## src/rtl/seq_restoring_divider_pkg.sv

```systemverilog
// Shared types and constants for the sequential restoring divider.
// Holds the FSM state enum and the divide-by-zero quotient pattern.
package seq_restoring_divider_pkg;

  typedef enum logic [1:0] {
    IDLE = 2'd0,
    RUN  = 2'd1,
    DONE = 2'd2
  } div_state_e;

  // Sliced down to WIDTH by the user.
  localparam logic [63:0] DBZ_QUOT = '1;

endpackage

```

## src/rtl/seq_restoring_divider_trial_subtract.sv

```systemverilog
// One trial subtraction: minuend(W+1) - {0,subtrahend(W)}.
// Ports: minuend_i, subtrahend_i in; diff_o, borrow_o out.
module trial_subtract #(
  parameter int WIDTH = 8
) (
  input  logic [WIDTH:0]   minuend_i,
  input  logic [WIDTH-1:0] subtrahend_i,
  output logic [WIDTH:0]   diff_o,
  output logic             borrow_o
);

  logic [WIDTH+1:0] sum;

  // Invert plus carry-in; carry-out set means no borrow.
  assign sum = {1'b0, minuend_i}
             + {1'b0, ~{1'b0, subtrahend_i}}
             + (WIDTH+2)'(1);

  assign diff_o   = sum[WIDTH:0];
  assign borrow_o = ~sum[WIDTH+1];

endmodule

```

## src/rtl/seq_restoring_divider.sv

```systemverilog
// Iterative unsigned restoring divider, one trial subtract per clock.
// Ports: clk, rst_n, start, dividend, divisor in; busy, done,
// quotient, remainder, div_by_zero out.
module seq_restoring_divider
  import seq_restoring_divider_pkg::*;
#(
  parameter int WIDTH = 8,
  parameter int CNT_W = 4
) (
  input  logic             clk,
  input  logic             rst_n,
  input  logic             start,
  input  logic [WIDTH-1:0] dividend,
  input  logic [WIDTH-1:0] divisor,
  output logic             busy,
  output logic             done,
  output logic [WIDTH-1:0] quotient,
  output logic [WIDTH-1:0] remainder,
  output logic             div_by_zero
);

  div_state_e       state_q, state_d;
  logic [CNT_W-1:0] cnt_q, cnt_d;
  logic [WIDTH:0]   r_q, r_d;
  logic [WIDTH-1:0] qr_q, qr_d;
  logic [WIDTH-1:0] d_q, d_d;
  logic [WIDTH-1:0] quot_q, quot_d;
  logic [WIDTH-1:0] rem_q, rem_d;
  logic             dbz_q, dbz_d;

  logic [WIDTH:0]   r_sh;
  logic [WIDTH:0]   diff;
  logic             borrow;
  logic             unused_rtop;

  // R never exceeds D after a restore, so its top bit is shifted out.
  assign r_sh        = {r_q[WIDTH-1:0], qr_q[WIDTH-1]};
  assign unused_rtop = r_q[WIDTH];

  trial_subtract #(
    .WIDTH(WIDTH)
  ) u_sub (
    .minuend_i   (r_sh),
    .subtrahend_i(d_q),
    .diff_o      (diff),
    .borrow_o    (borrow)
  );

  always_comb begin
    state_d = state_q;
    cnt_d   = cnt_q;
    r_d     = r_q;
    qr_d    = qr_q;
    d_d     = d_q;
    quot_d  = quot_q;
    rem_d   = rem_q;
    dbz_d   = dbz_q;
    unique case (state_q)
      IDLE: begin
        if (start) begin
          state_d = RUN;
          d_d     = divisor;
          qr_d    = dividend;
          r_d     = '0;
          cnt_d   = '0;
          dbz_d   = 1'b0;
        end
      end
      RUN: begin
        if (d_q == '0) begin
          state_d = DONE;
          quot_d  = DBZ_QUOT[WIDTH-1:0];
          rem_d   = qr_q;
          dbz_d   = 1'b1;
        end else begin
          r_d   = borrow ? r_sh : diff;
          qr_d  = {qr_q[WIDTH-2:0], ~borrow};
          cnt_d = cnt_q + CNT_W'(1);
          if (cnt_q == CNT_W'(WIDTH-1)) begin
            state_d = DONE;
            quot_d  = qr_d;
            rem_d   = r_d[WIDTH-1:0];
          end
        end
      end
      DONE: state_d = IDLE;
      default: state_d = IDLE;
    endcase
  end

  always_ff @(posedge clk or negedge rst_n) begin
    if (!rst_n) begin
      state_q <= IDLE;
      cnt_q   <= '0;
      r_q     <= '0;
      qr_q    <= '0;
      d_q     <= '0;
      quot_q  <= '0;
      rem_q   <= '0;
      dbz_q   <= 1'b0;
    end else begin
      state_q <= state_d;
      cnt_q   <= cnt_d;
      r_q     <= r_d;
      qr_q    <= qr_d;
      d_q     <= d_d;
      quot_q  <= quot_d;
      rem_q   <= rem_d;
      dbz_q   <= dbz_d;
    end
  end

  assign busy        = (state_q != IDLE);
  assign done        = (state_q == DONE);
  assign quotient    = quot_q;
  assign remainder   = rem_q;
  assign div_by_zero = dbz_q;

endmodule

```

## config.mk

```make
export PLATFORM = sky130hd
export DESIGN_NAME = seq_restoring_divider
export DESIGN_NICKNAME = d
export VERILOG_FILES = /design/src/rtl/seq_restoring_divider_pkg.sv /design/src/rtl/seq_restoring_divider_trial_subtract.sv /design/src/rtl/seq_restoring_divider.sv
export SDC_FILE = /design/constraint.sdc
export NUM_CORES = 1
export LEC_CHECK = 0
export CAP_MARGIN = 20
export CORE_MARGIN = 2
export CORE_UTILIZATION = 32
export DETAILED_ROUTE_END_ITERATION = 7
export DONT_BUFFER_PORTS = 1
export MAX_ROUTING_LAYER = met4
export PLACE_DENSITY = 0.49
export SYNTH_ARGS = -nofsm -noshare
export SYNTH_HDL_FRONTEND = slang
export SYNTH_HIERARCHICAL = 1
export SYNTH_SLANG_ARGS = --single-unit
```

## constraint.sdc

```tcl
create_clock -name clk -period 2.7 [get_ports clk]
set_clock_uncertainty 0.05 [all_clocks]
set_input_delay 0.405 -clock clk [delete_from_list [all_inputs] [get_ports clk]]
set_output_delay 0.405 -clock clk [all_outputs]
set_load 0.02 [all_outputs]
```

==> summary.md, run 1 <==
| Metric | Value |
|---|---|
| TritonRoute pass-1 iters | `4` |
| Hold slack | `0.153 ns` |
| Max-cap violation count | `0` |
| WL per Instance | `16.0 um` |
| Combinational power share | `52.6%` |
| Clk sinks | `47` |
| Routability congestion estimate | `0.790` |
| Hold Fails Final Rpt | `0` |
| Worst path arrival time | `2.58 ns` |
| DRC | `0` |
| Critical path class | `register to register` |
| Net Count, Synth | `298` |
| Post-synthesis average cell area | `9.46 um2` |
| Yosys warnings | `6` |
| Antenna Diode Count | `0` |
| Syn-to-layout area delta | `11.2%` |
| Root buffer cell | `clkbuf_8` |
| Total Wirelength | `5990 um` |
| Tmin final | `2.43 ns` |
| Initial DRC count | `85` |
| Mapped cell area | `0.00254 mm2` |
| Worst endpoint required time | `2.85 ns` |
| Port Buf Inserts | `0` |
| Total track usage | `15.4%` |
| Worst VDD drop | `0.482 mV` |
| Fmax | `412 MHz` |
| Relative slew slack | `69.5%` |
| Net Switching | `2.06 mW` |
| Ports | `38` |
| Clock Latency Late Sink | `0.31 ns` |
| Die X | `93.2 um` |
| Initial core utilization | `32.9%` |
| Clock transition at the registers of the reported paths | `0.09 ns` |
| Sequential Power Share | `35.2%` |
| HPWL Detailed | `4310 um` |
| Vias/cell | `5.03` |
| Final Non-Filler Cells | `375` |
| RSZ-0062 raised after global routing | `false` |
| Crit end category | `register` |
| Vias in the first global route | `2019` |
| Post-Route Setup TNS | `0 ns` |
| Final worst path period share | `89.9%` |
| Final net count | `301` |
| Vias | `1885` |
| CTS max path bufs | `2` |
| Leakage | `1.31 nW` |
| Die Height | `93.2 um` |
| Startpoint Class | `register` |
| Slew Viols, Final | `0` |
| HP Class | `input port to register` |
| Largest net degree at the start of global routing | `48` |
| Layout cell share with drive strength beyond 1 | `10.3%` |
| Cells after DPL | `365` |
| Clock share of power | `12.3%` |
| Net Sw Frac | `46.1%` |
| Routed Antenna Nets | `0` |
| # setup viols final | `0` |
| Row count | `32` |
| Core area | `0.00773 mm2` |
| CTS tree | `built` |
| Pwr/cell area | `1580 mW/mm2` |
| First-pass GRT wire length | `10200 um` |
| Post-CTS setup buffers | `0` |
| Num CTS Buffers | `5` |
| Outcome | `finished clean` |
| Worst-Margin Slew | `0.454 ns` |
| Crit Path Max Fanout | `10` |
| Die area | `0.00868 mm2` |
| Gate count of the mapped netlist | `269` |
| Global route total overflow | `0` |
| Cell Int Power | `2.41 mW` |
| H-Tree Level Count | `2` |
| Initial antenna violation count | `0` |
==> routing by layer <==
metal	vias up	part of all wire (%)	wire length, um	global-route usage [%]
met3	6	4.5	269	4.11
met5	-	0	0	-
met2	26	48	2880	25.0
met4	0	1.2	70	4.17
met1	918	46	2770	19.1
li1	935	-	-	-
==> critical path: stages, from the launching register on <==
cell and delay (ns):
dfrtp_2 0.43, inv_1 0.06, ha_1 0.26, nor2b_1 0.14
o211ai_1 0.25, nand3_1 0.16, a311oi_2 0.28, buf_4 0.25
mux2i_1 0.13, a221oi_1 0.32
==> path summary, 6_finish.rpt <==
kind	start	end	slack, ns	cells after the start
setup / recovery	d_q[1]$_DFFE_PN0P_	remainder[1]$_DFFE_PN0P_	0.27	9
hold / removal	divisor[0]	d_q[0]$_DFFE_PN0P_	0.15	2
setup reg to reg	d_q[1]$_DFFE_PN0P_	remainder[1]$_DFFE_PN0P_	0.27	9
hold reg to reg	cnt_q[1]$_DFFE_PN0P_	cnt_q[1]$_DFFE_PN0P_	0.49	1
max in group asynchronous	rst_n	r_q[7]$_DFFE_PN0P_	1.81	2
min in group asynchronous	rst_n	d_q[5]$_DFFE_PN0P_	0.55	2
==> power by group through the flow <==
| stage | combinational (mW) | clock, mW | sequential [mW] |
|---|---|---|---|
| floorplan | 1.90 | 0 | 1.48 |
| global placement | 2.33 | 0 | 1.60 |
| detailed placement | 2.34 | 0 | 1.60 |
| CTS | 2.38 | 0.561 | 1.58 |
| global route | 2.66 | 0.591 | 1.63 |
| finish | 2.35 | 0.547 | 1.57 |
==> cell type report <==
cell class / count / area [um2]
flip-flops and latches: 47 / 1180
well taps: 102 / 128
clock inverters: 3 / 46.3
multi-input cells: 193 / 1260
inverters: 16 / 60.1
repair buffers: 9 / 90.1
clock buffers: 5 / 68.8
fillers: 781 / 4900
==> cells in the final DEF (no fill, tap or decap), drive strengths merged, types with 3 or more instances in the layout <==
master,instances
nor3,11
clkbuf,5
ha,9
a221oi,8
nor2,26
a21oi,13
o21ai,3
mux2i,24
dfrtp,47
nor4,3
nor2b,3
buf,8
nand2,54
nand3,9
inv,17
xnor2,3
==> state kept, by name, indices dropped and copies added (netlist names) <==
| name | count |
|---|---|
| quotient | 8 |
| d_q | 8 |
| cnt_q | 4 |
| r_q | 8 |
| state_q | 2 |
| remainder | 8 |
| div_by_zero | 1 |
| qr_q | 8 |
==> repair_timing <==
item,CTS,global route
hold buffers,2,0
endpoints found under the hold margin,47,0
endpoints found under the setup margin,0,3
resized for setup,0,1
==> stage by stage <==
| stage | cell area, um2 | power, mW | worst slack (ns) | utilization (%) |
|---|---|---|---|---|
| floorplan | 2540 | 3.38 | 0.245 | - |
| detailed placement | 2680 | 3.95 | 0.246 | 34.6 |
| global placement | 2680 | 3.93 | 0.250 | 34.6 |
| global route | 2830 | 4.88 | 0.0118 | 36.6 |
| finish | 2830 | 4.46 | 0.273 | 36.6 |
| CTS | 2830 | 4.53 | 0.225 | 36.6 |
Power figures use the tool's default switching activity.
==> inputs of run 2 (changes only) <==
--- a/config.mk
+++ b/config.mk
@@ -6,13 +6,14 @@
 export NUM_CORES = 1
 export LEC_CHECK = 0
 export CAP_MARGIN = 20
+export CELL_PAD_IN_SITES_DETAIL_PLACEMENT = 1
+export CELL_PAD_IN_SITES_GLOBAL_PLACEMENT = 1
 export CORE_MARGIN = 2
 export CORE_UTILIZATION = 32
 export DETAILED_ROUTE_END_ITERATION = 7
 export DONT_BUFFER_PORTS = 1
 export MAX_ROUTING_LAYER = met4
-export PLACE_DENSITY = 0.49
+export PLACE_DENSITY = 0.59
 export SYNTH_ARGS = -nofsm -noshare
 export SYNTH_HDL_FRONTEND = slang
-export SYNTH_HIERARCHICAL = 1
 export SYNTH_SLANG_ARGS = --single-unit
==> run 2 against run 1 <==
  * Sequential power down 3%
  * Clock power up 14%
  * Synthesized area down 4.6%
  * Synthesized cell count fell by 8.2%
  * First-iteration DRC count increased by 33%
  * Largest power group unchanged
  * Wire length grew 12%
  * Total power fell by 0.43%
  * Sequential share of layout area is 1.3 points higher
  * Global-route usage is 2.4 points higher
==> summary.md, run 2 <==
| Metric | Value |
|---|---|
| Critical path class | `register to register` |
| Gate count of the mapped netlist | `247 (-8.2%)` |
| Min-delay src | `divisor[0]` |
| Crit end category | `register` |
| # setup viols final | `0 (unchanged)` |
| DRC | `0 (unchanged)` |
| Dominant synthesized flop cell | `dfrtp_1` |
| H-Tree Level Count | `2 (unchanged)` |
| Combinational power share | `51.4% (-1.2 points)` |
| Largest net degree at the start of global routing | `48 (unchanged)` |
| Cell Int Power | `2.37 mW (-1.5%)` |
| Startpoint Class | `register` |
| Global route total overflow | `0 (unchanged)` |
| Die X | `91.1 um (-2.2%)` |
| Clk sinks | `47 (unchanged)` |
| Worst R2R End | `remainder[1]$_DFFE_PN0P_` |
| Clock share of power | `14.1% (+1.8 points)` |
| Worst VDD drop | `0.574 mV (+19%)` |
| Sequential Power Share | `34.5% (-0.7 points)` |
| Clock transition at the registers of the reported paths | `0.09 ns (about the same)` |
| Cell variety after synth | `53` |
| Total track usage | `17.8% (+2.4 points)` |
| Post-synthesis average cell area | `9.82 um2 (+3.9%)` |
| Worst endpoint required time | `2.89 ns (+0.04 ns)` |
| Net Switching | `2.08 mW (+0.89%)` |
| TritonRoute pass-1 iters | `4 (unchanged)` |
| Hold EP | `d_q[0]$_DFFE_PN0P_` |
| Final worst path period share | `90.5% (+0.55 points)` |
| Initial antenna violation count | `0 (unchanged)` |
| Net Sw Frac | `46.7% (+0.61 points)` |
| HPWL Detailed | `4970 um (+15%)` |
| Total Wirelength | `6720 um (+12%)` |
| CTS tree | `built` |
| Vias | `1922 (+2.0%)` |
| Num CTS Buffers | `5 (unchanged)` |
| Final core utilization | `37.6% (+1.0 points)` |
| RSZ-0062 raised after global routing | `false` |
| Initial core utilization | `33.3% (+0.35 points)` |
| CTS max path bufs | `2 (unchanged)` |
| Hold Fails Final Rpt | `0 (unchanged)` |
| Final worst slack | `0.258 ns (-0.0148 ns)` |
| Relative slew slack | `54.7% (-15 points)` |
| HP Class | `input port to register` |
| Slew Viols, Final | `0 (unchanged)` |
| Crit Path Max Fanout | `8 (-2)` |
| Pwr/cell area | `1620 mW/mm2 (+2.7%)` |
| Most frequent cells in the layout | `47 x dfrtp_1, 39 x nand2_1, 24 x o21ai_0, 13 x nor2_1, 12 x inv_1` |
| Row count | `31 (-3.1%)` |
| EDFF count, synth | `0` |
| Die Height | `91.1 um (-2.2%)` |
| Vias/cell | `5.41 (+7.7%)` |
| Mapped cell area | `0.00243 mm2 (-4.6%)` |
| Port Buf Inserts | `0 (unchanged)` |
| Synth area leader | `dfrtp_1` |
| Fmax | `409 MHz (-0.61%)` |
| Area share of the largest cell type after synthesis | `48.5%` |
| Ports | `38 (unchanged)` |
| Async S/R FF share, synth | `100%` |
| Yosys warnings | `0 (-6)` |
| Vias in the first global route | `2058 (+1.9%)` |
| Clock Latency Late Sink | `0.30 ns (about the same)` |
| Net Count, Synth | `276 (-7.4%)` |
| Layout cell share with drive strength beyond 1 | `10.9% (+0.68 points)` |
| Finished Cell Area | `0.00274 mm2 (-3.1%)` |
| R2R depth | `7 (-2)` |
| Max-cap violation count | `0 (unchanged)` |
| Leakage | `1.20 nW (-8.8%)` |
| Top post-synthesis cells by count | `47 x dfrtp_1, 39 x nand2_1, 24 x o21ai_0` |
| Top-count cell post-synth | `dfrtp_1` |
| Synthesized flop and latch total | `47` |
| Post-CTS setup buffers | `0 (unchanged)` |
| Outcome | `finished clean` |
| Root buffer cell | `clkbuf_8` |
| Register area share after synthesis | `48.5%` |
| Hold slack | `0.163 ns (+0.00973 ns)` |
| Worst hold path depth | `2 (unchanged)` |
| Final net count | `284 (-5.6%)` |
| Post-Route Setup TNS | `0 ns (unchanged)` |
| WL per Instance | `18.9 um (+19%)` |
| Initial DRC count | `113 (+33%)` |
| Post-Place Cell Area | `0.00257 mm2 (-4.0%)` |
| Synth top area cells | `dfrtp_1 48%, nand2_1 6.0%, o21ai_0 5.0%, ha_1 4.6%, a22oi_1 3.4%` |
| Antenna Diode Count | `0 (unchanged)` |
| R2R setup slack | `0.26 ns (about the same)` |
| First-pass GRT wire length | `11200 um (+9.9%)` |
| Routed Antenna Nets | `0 (unchanged)` |
| Most common cell after layout, fill and taps aside | `dfrtp_1` |
| Routability congestion estimate | `0.809 (+2.5%)` |
| Worst-Margin Slew | `0.672 ns (+0.217 ns)` |
| Die area | `0.00829 mm2 (-4.4%)` |
| Worst reg2reg startpoint | `r_q[5]$_DFFE_PN0P_` |
| Worst path arrival time | `2.63 ns (+0.05 ns)` |
| Tmin final | `2.44 ns (+0.0148 ns)` |
| Pre-CTS WS | `0.145 ns (-0.101 ns)` |
| Core area | `0.00729 mm2 (-5.6%)` |
| Syn-to-layout area delta | `13.0%` |
==> run 2: metrics by stage <==
stage,std cells,power [mW]
2_1_floorplan,247,3.14
3_3_place_gp,345,3.74
3_5_place_dp,345,3.80
4_1_cts,355,4.47
5_1_grt,355,4.84
6_report,355,4.44
==> run 2: how the worst max path moves through the flow <==
stage / to / startpoint / cells after the start
finish: remainder[1]$_DFFE_PN0P_ / r_q[5]$_DFFE_PN0P_ / 7
global route: r_q[6]$_DFFE_PN0P_ / qr_q[7]$_DFFE_PN0P_ / 8
CTS: remainder[1]$_DFFE_PN0P_ / r_q[5]$_DFFE_PN0P_ / 7
global placement: remainder[1]$_DFFE_PN0P_ / r_q[5]$_DFFE_PN0P_ / 7
detailed placement: remainder[1]$_DFFE_PN0P_ / r_q[5]$_DFFE_PN0P_ / 7
floorplan: remainder[1]$_DFFE_PN0P_ / r_q[5]$_DFFE_PN0P_ / 7
==> run 2: routing by layer <==
metal	global-route usage, %	share of wire (%)	vias up	routed length (um)
met5	-	0	-	0
met4	4.80	1.7	0	114
met3	3.57	4.0	10	271
met2	28.0	46	41	3090
met1	23.5	48	965	3250
li1	-	-	906	-
==> run 2: cells by family after synthesis <==
family | count (synthesis) | share of synthesized area, %
and+or+nand+nor | 84 | 16.6
buffers and inverters | 22 | 3.76
AOI/OAI and AO/OA | 74 | 21.6
xor gates and xnor gates | 4 | 1.44
DFF | 47 | 48.5
muxes | 6 | 2.73
adders and majority gates | 10 | 5.47
==> run 2: area by class of cell <==
cell class / instances / area [um2]
well taps: 99 / 124
clock inverters: 2 / 60.1
multi-input cells: 178 / 1160
inverters: 13 / 48.8
fillers: 861 / 4550
repair buffers: 10 / 97.6
clock buffers: 6 / 72.6
flip-flops and latches: 47 / 1180
==> run 2: worst max-delay path: stages, from the launching register on <==
cell     delay (ns)
dfrtp_1        0.43
ha_1           0.42
a21o_2         0.24
a221o_1        0.40
nor2_4         0.24
buf_4          0.19
mux2_4         0.31
o21ai_2        0.11
==> run 2: what timing repair did <==
| item | 4_1_cts | 5_1_grt |
|---|---|---|
| hold endpoints to repair | 47 | 0 |
| resized for setup | 0 | 1 |
| endpoints found under the setup margin | 0 | 1 |
| hold buffers | 2 | 0 |
==> run 2: power by group through the flow <==
stage          clock network (mW)  logic (mW)  registers [mW]
2_1_floorplan                   0        1.71            1.43
3_3_place_gp                    0        2.20            1.54
3_5_place_dp                    0        2.25            1.55
4_1_cts                     0.637        2.29            1.54
5_1_grt                     0.660        2.59            1.59
6_report                    0.626        2.29            1.53
==> inputs of run 3 (changes only) <==
--- a/config.mk
+++ b/config.mk
@@ -5,7 +5,6 @@
 export SDC_FILE = /design/constraint.sdc
 export NUM_CORES = 1
 export LEC_CHECK = 0
-export CAP_MARGIN = 20
 export CELL_PAD_IN_SITES_DETAIL_PLACEMENT = 1
 export CELL_PAD_IN_SITES_GLOBAL_PLACEMENT = 1
 export CORE_MARGIN = 2
==> constraint.sdc (replaced) <==
create_clock -name clk -period 2.84 [get_ports clk]
set_clock_uncertainty 0.05 [all_clocks]
set_input_delay 0.426 -clock clk [delete_from_list [all_inputs] [get_ports clk]]
set_output_delay 0.426 -clock clk [all_outputs]
set_load 0.02 [all_outputs]
==> run 3 against run 2 <==
  * Largest power group unchanged
  * Wire length is 4.4% lower
  * Critical path type unchanged
  * Sequential cell count stayed put
  * Non-clock buffer count is 4 lower
  * Count of clock-buffer cells in the layout stayed put
  * Sequential share of layout area is 0.55 points higher
  * Critical path depth stayed put
  * Highest routed layer unchanged
  * Die area stayed put
==> summary.md, run 3 (synthesis gave the netlist of run 2 again) <==
| Metric | Value |
|---|---|
| Initial DRC count | `127 (+12%)` |
| Worst reg2reg startpoint | `r_q[5]$_DFFE_PN0P_` |
| Relative slew slack | `51.4% (-3.2 points)` |
| Final worst slack | `0.301 ns (+0.0436 ns)` |
| RSZ-0062 raised after global routing | `false` |
| Antenna Diode Count | `0 (unchanged)` |
| # setup viols final | `0 (unchanged)` |
| Global route total overflow | `0 (unchanged)` |
| Max-cap violation count | `0 (unchanged)` |
| Worst R2R End | `remainder[2]$_DFFE_PN0P_` |
| Worst-Margin Slew | `0.729 ns (+0.0571 ns)` |
| H-Tree Level Count | `2 (unchanged)` |
| Most frequent cells in the layout | `47 x dfrtp_1, 39 x nand2_1, 24 x o21ai_0, 13 x nor2_1, 12 x inv_1` |
| Most common cell after layout, fill and taps aside | `dfrtp_1` |
| Fmax | `394 MHz (-3.8%)` |
| Cell Int Power | `2.20 mW (-7.0%)` |
| Register area | `0.00118 mm2 (unchanged)` |
| Worst endpoint required time | `2.97 ns (+0.08 ns)` |
| HP Class | `input port to register` |
| Critical path class | `register to register` |
| Combinational power share | `50.6% (-0.8 points)` |
| Clock transition at the registers of the reported paths | `0.09 ns (about the same)` |
| Pre-CTS WS | `0.305 ns (+0.160 ns)` |
| Routability congestion estimate | `0.830 (+2.6%)` |
| Leakage | `1.18 nW (-1.7%)` |
| Sequential Power Share | `35.1% (+0.6 points)` |
| Cells after DPL | `341 (-1.2%)` |
| Multi-input logic area | `0.00116 mm2 (-0.43%)` |
| Die Height | `91.1 um (unchanged)` |
| Tmin final | `2.54 ns (+0.0964 ns)` |
| Fillcell total | `872 (+1.3%)` |
| Core area | `0.00729 mm2 (unchanged)` |
| First-pass GRT wire length | `10800 um (-3.7%)` |
| WL per Instance | `18.3 um (-3.4%)` |
| Total Wirelength | `6420 um (-4.4%)` |
| Vias | `1873 (-2.5%)` |
| Net Sw Frac | `46.7% (-0.057 points)` |
| Worst Setup EP | `remainder[2]$_DFFE_PN0P_` |
| Total track usage | `17.0% (-0.76 points)` |
| Clock share of power | `14.3% (+0.2 points)` |
| Hold Fails Final Rpt | `0 (unchanged)` |
| CTS max path bufs | `2 (unchanged)` |
| Clk sinks | `47 (unchanged)` |
| Vias/cell | `5.34 (-1.4%)` |
| CTS tree | `built` |
| Vias in the first global route | `1972 (-4.2%)` |
| Die area | `0.00829 mm2 (unchanged)` |
| Routed Antenna Nets | `0 (unchanged)` |
| Crit Path Max Fanout | `8 (unchanged)` |
| Syn-to-layout area delta | `11.6%` |
| R2R depth | `7 (unchanged)` |
| Row count | `31 (unchanged)` |
| Largest net degree at the start of global routing | `48 (unchanged)` |
| Pwr/cell area | `1520 mW/mm2 (-5.9%)` |
| Min-delay src | `divisor[0]` |
| Clock Latency Late Sink | `0.31 ns (about the same)` |
| Crit end category | `register` |
| Initial antenna violation count | `0 (unchanged)` |
| Layout cell share with drive strength beyond 1 | `9.52% (-1.4 points)` |
| Final worst path period share | `89.4% (-1.1 points)` |
| Final Non-Filler Cells | `351 (-1.1%)` |
| Post-Route Setup TNS | `0 ns (unchanged)` |
| Num CTS Buffers | `5 (unchanged)` |
| R2R setup slack | `0.30 ns (+0.04 ns)` |
| Ports | `38 (unchanged)` |
| CTS resizes | `0 (unchanged)` |
| DRC | `0 (unchanged)` |
| Net Switching | `1.93 mW (-7.2%)` |
| Slew Viols, Final | `0 (unchanged)` |
| Root buffer cell | `clkbuf_8` |
| HPWL Detailed | `4800 um (-3.4%)` |
| Worst Setup SP | `r_q[5]$_DFFE_PN0P_` |
| Final net count | `280 (-1.4%)` |
| Startpoint Class | `register` |
| TritonRoute pass-1 iters | `4 (unchanged)` |
| Worst VDD drop | `0.437 mV (-24%)` |
| Outcome | `finished clean` |
| Worst path arrival time | `2.67 ns (+0.04 ns)` |
| Port Buf Inserts | `0 (unchanged)` |
| Die X | `91.1 um (unchanged)` |
| Initial core utilization | `33.3% (unchanged)` |
## run 3: cell count changes in the layout (fill, tap and decap cells not counted), sizes merged
cell / previous run / this run
buf: 9 / 5
## run 3: timing repair
| item | in CTS | in global routing |
|---|---|---|
| hold buffers | 2 | 0 |
| endpoints found under the hold margin | 47 | 0 |
| setup buffers | 0 | 0 |
## run 3: worst max-delay path, stage by stage (launching register included)
cell and delay, ns:
dfrtp_1 0.42, ha_1 0.40, a21o_2 0.24, a221o_1 0.37, nor2_2 0.33, buf_4 0.22
mux2i_1 0.26, o21ai_0 0.12
## run 3: layout make-up
class / instances / area share, %
tap: 99 / 4.57
multi-input combinational: 178 / 42.8
inverter: 13 / 1.80
sequential: 47 / 43.4
timing repair buffer: 6 / 2.50
clock inverter: 2 / 2.22
clock buffer: 6 / 2.68
## run 3: worst min-delay path by stage
stage                                      end  slack, ns  cells past startpoint
after detailed placement    d_q[6]$_DFFE_PN0P_       0.08                      0
after global placement      r_q[6]$_DFFE_PN0P_       0.08                      0
after CTS                   d_q[0]$_DFFE_PN0P_       0.16                      2
after global routing        d_q[5]$_DFFE_PN0P_       0.19                      2
after floorplan           cnt_q[0]$_DFFE_PN0P_       0.08                      0
final                       d_q[0]$_DFFE_PN0P_       0.17                      2
## run 3: stage by stage
step	power, mW	instance area [um2]	utilization (%)	hold slack [ns]
floorplan	2.99	2430	-	0.0804
global placement	3.51	2540	34.8	0.0834
detailed placement	3.55	2540	34.8	0.0822
CTS	4.19	2710	37.1	0.157
global route	4.51	2710	37.1	0.194
finish	4.13	2710	37.1	0.174
## run 3: power groups by stage
| stage | combinational [mW] | clock [mW] | sequential (mW) |
|---|---|---|---|
| after global routing | 2.37 | 0.634 | 1.50 |
| final | 2.09 | 0.592 | 1.45 |
| after global placement | 2.05 | 0 | 1.46 |
| after detailed placement | 2.08 | 0 | 1.47 |
| after floorplan | 1.63 | 0 | 1.36 |
| after CTS | 2.12 | 0.609 | 1.46 |
## run 3: routing by layer
metal | global-route usage (%) | vias to the layer above | share of wire (%)
met1 | 23.8 | 936 | 50
met5 | - | - | 0
met2 | 25.2 | 29 | 45
met3 | 3.24 | 7 | 3.5
met4 | 5.18 | 0 | 1.2
li1 | - | 901 | -
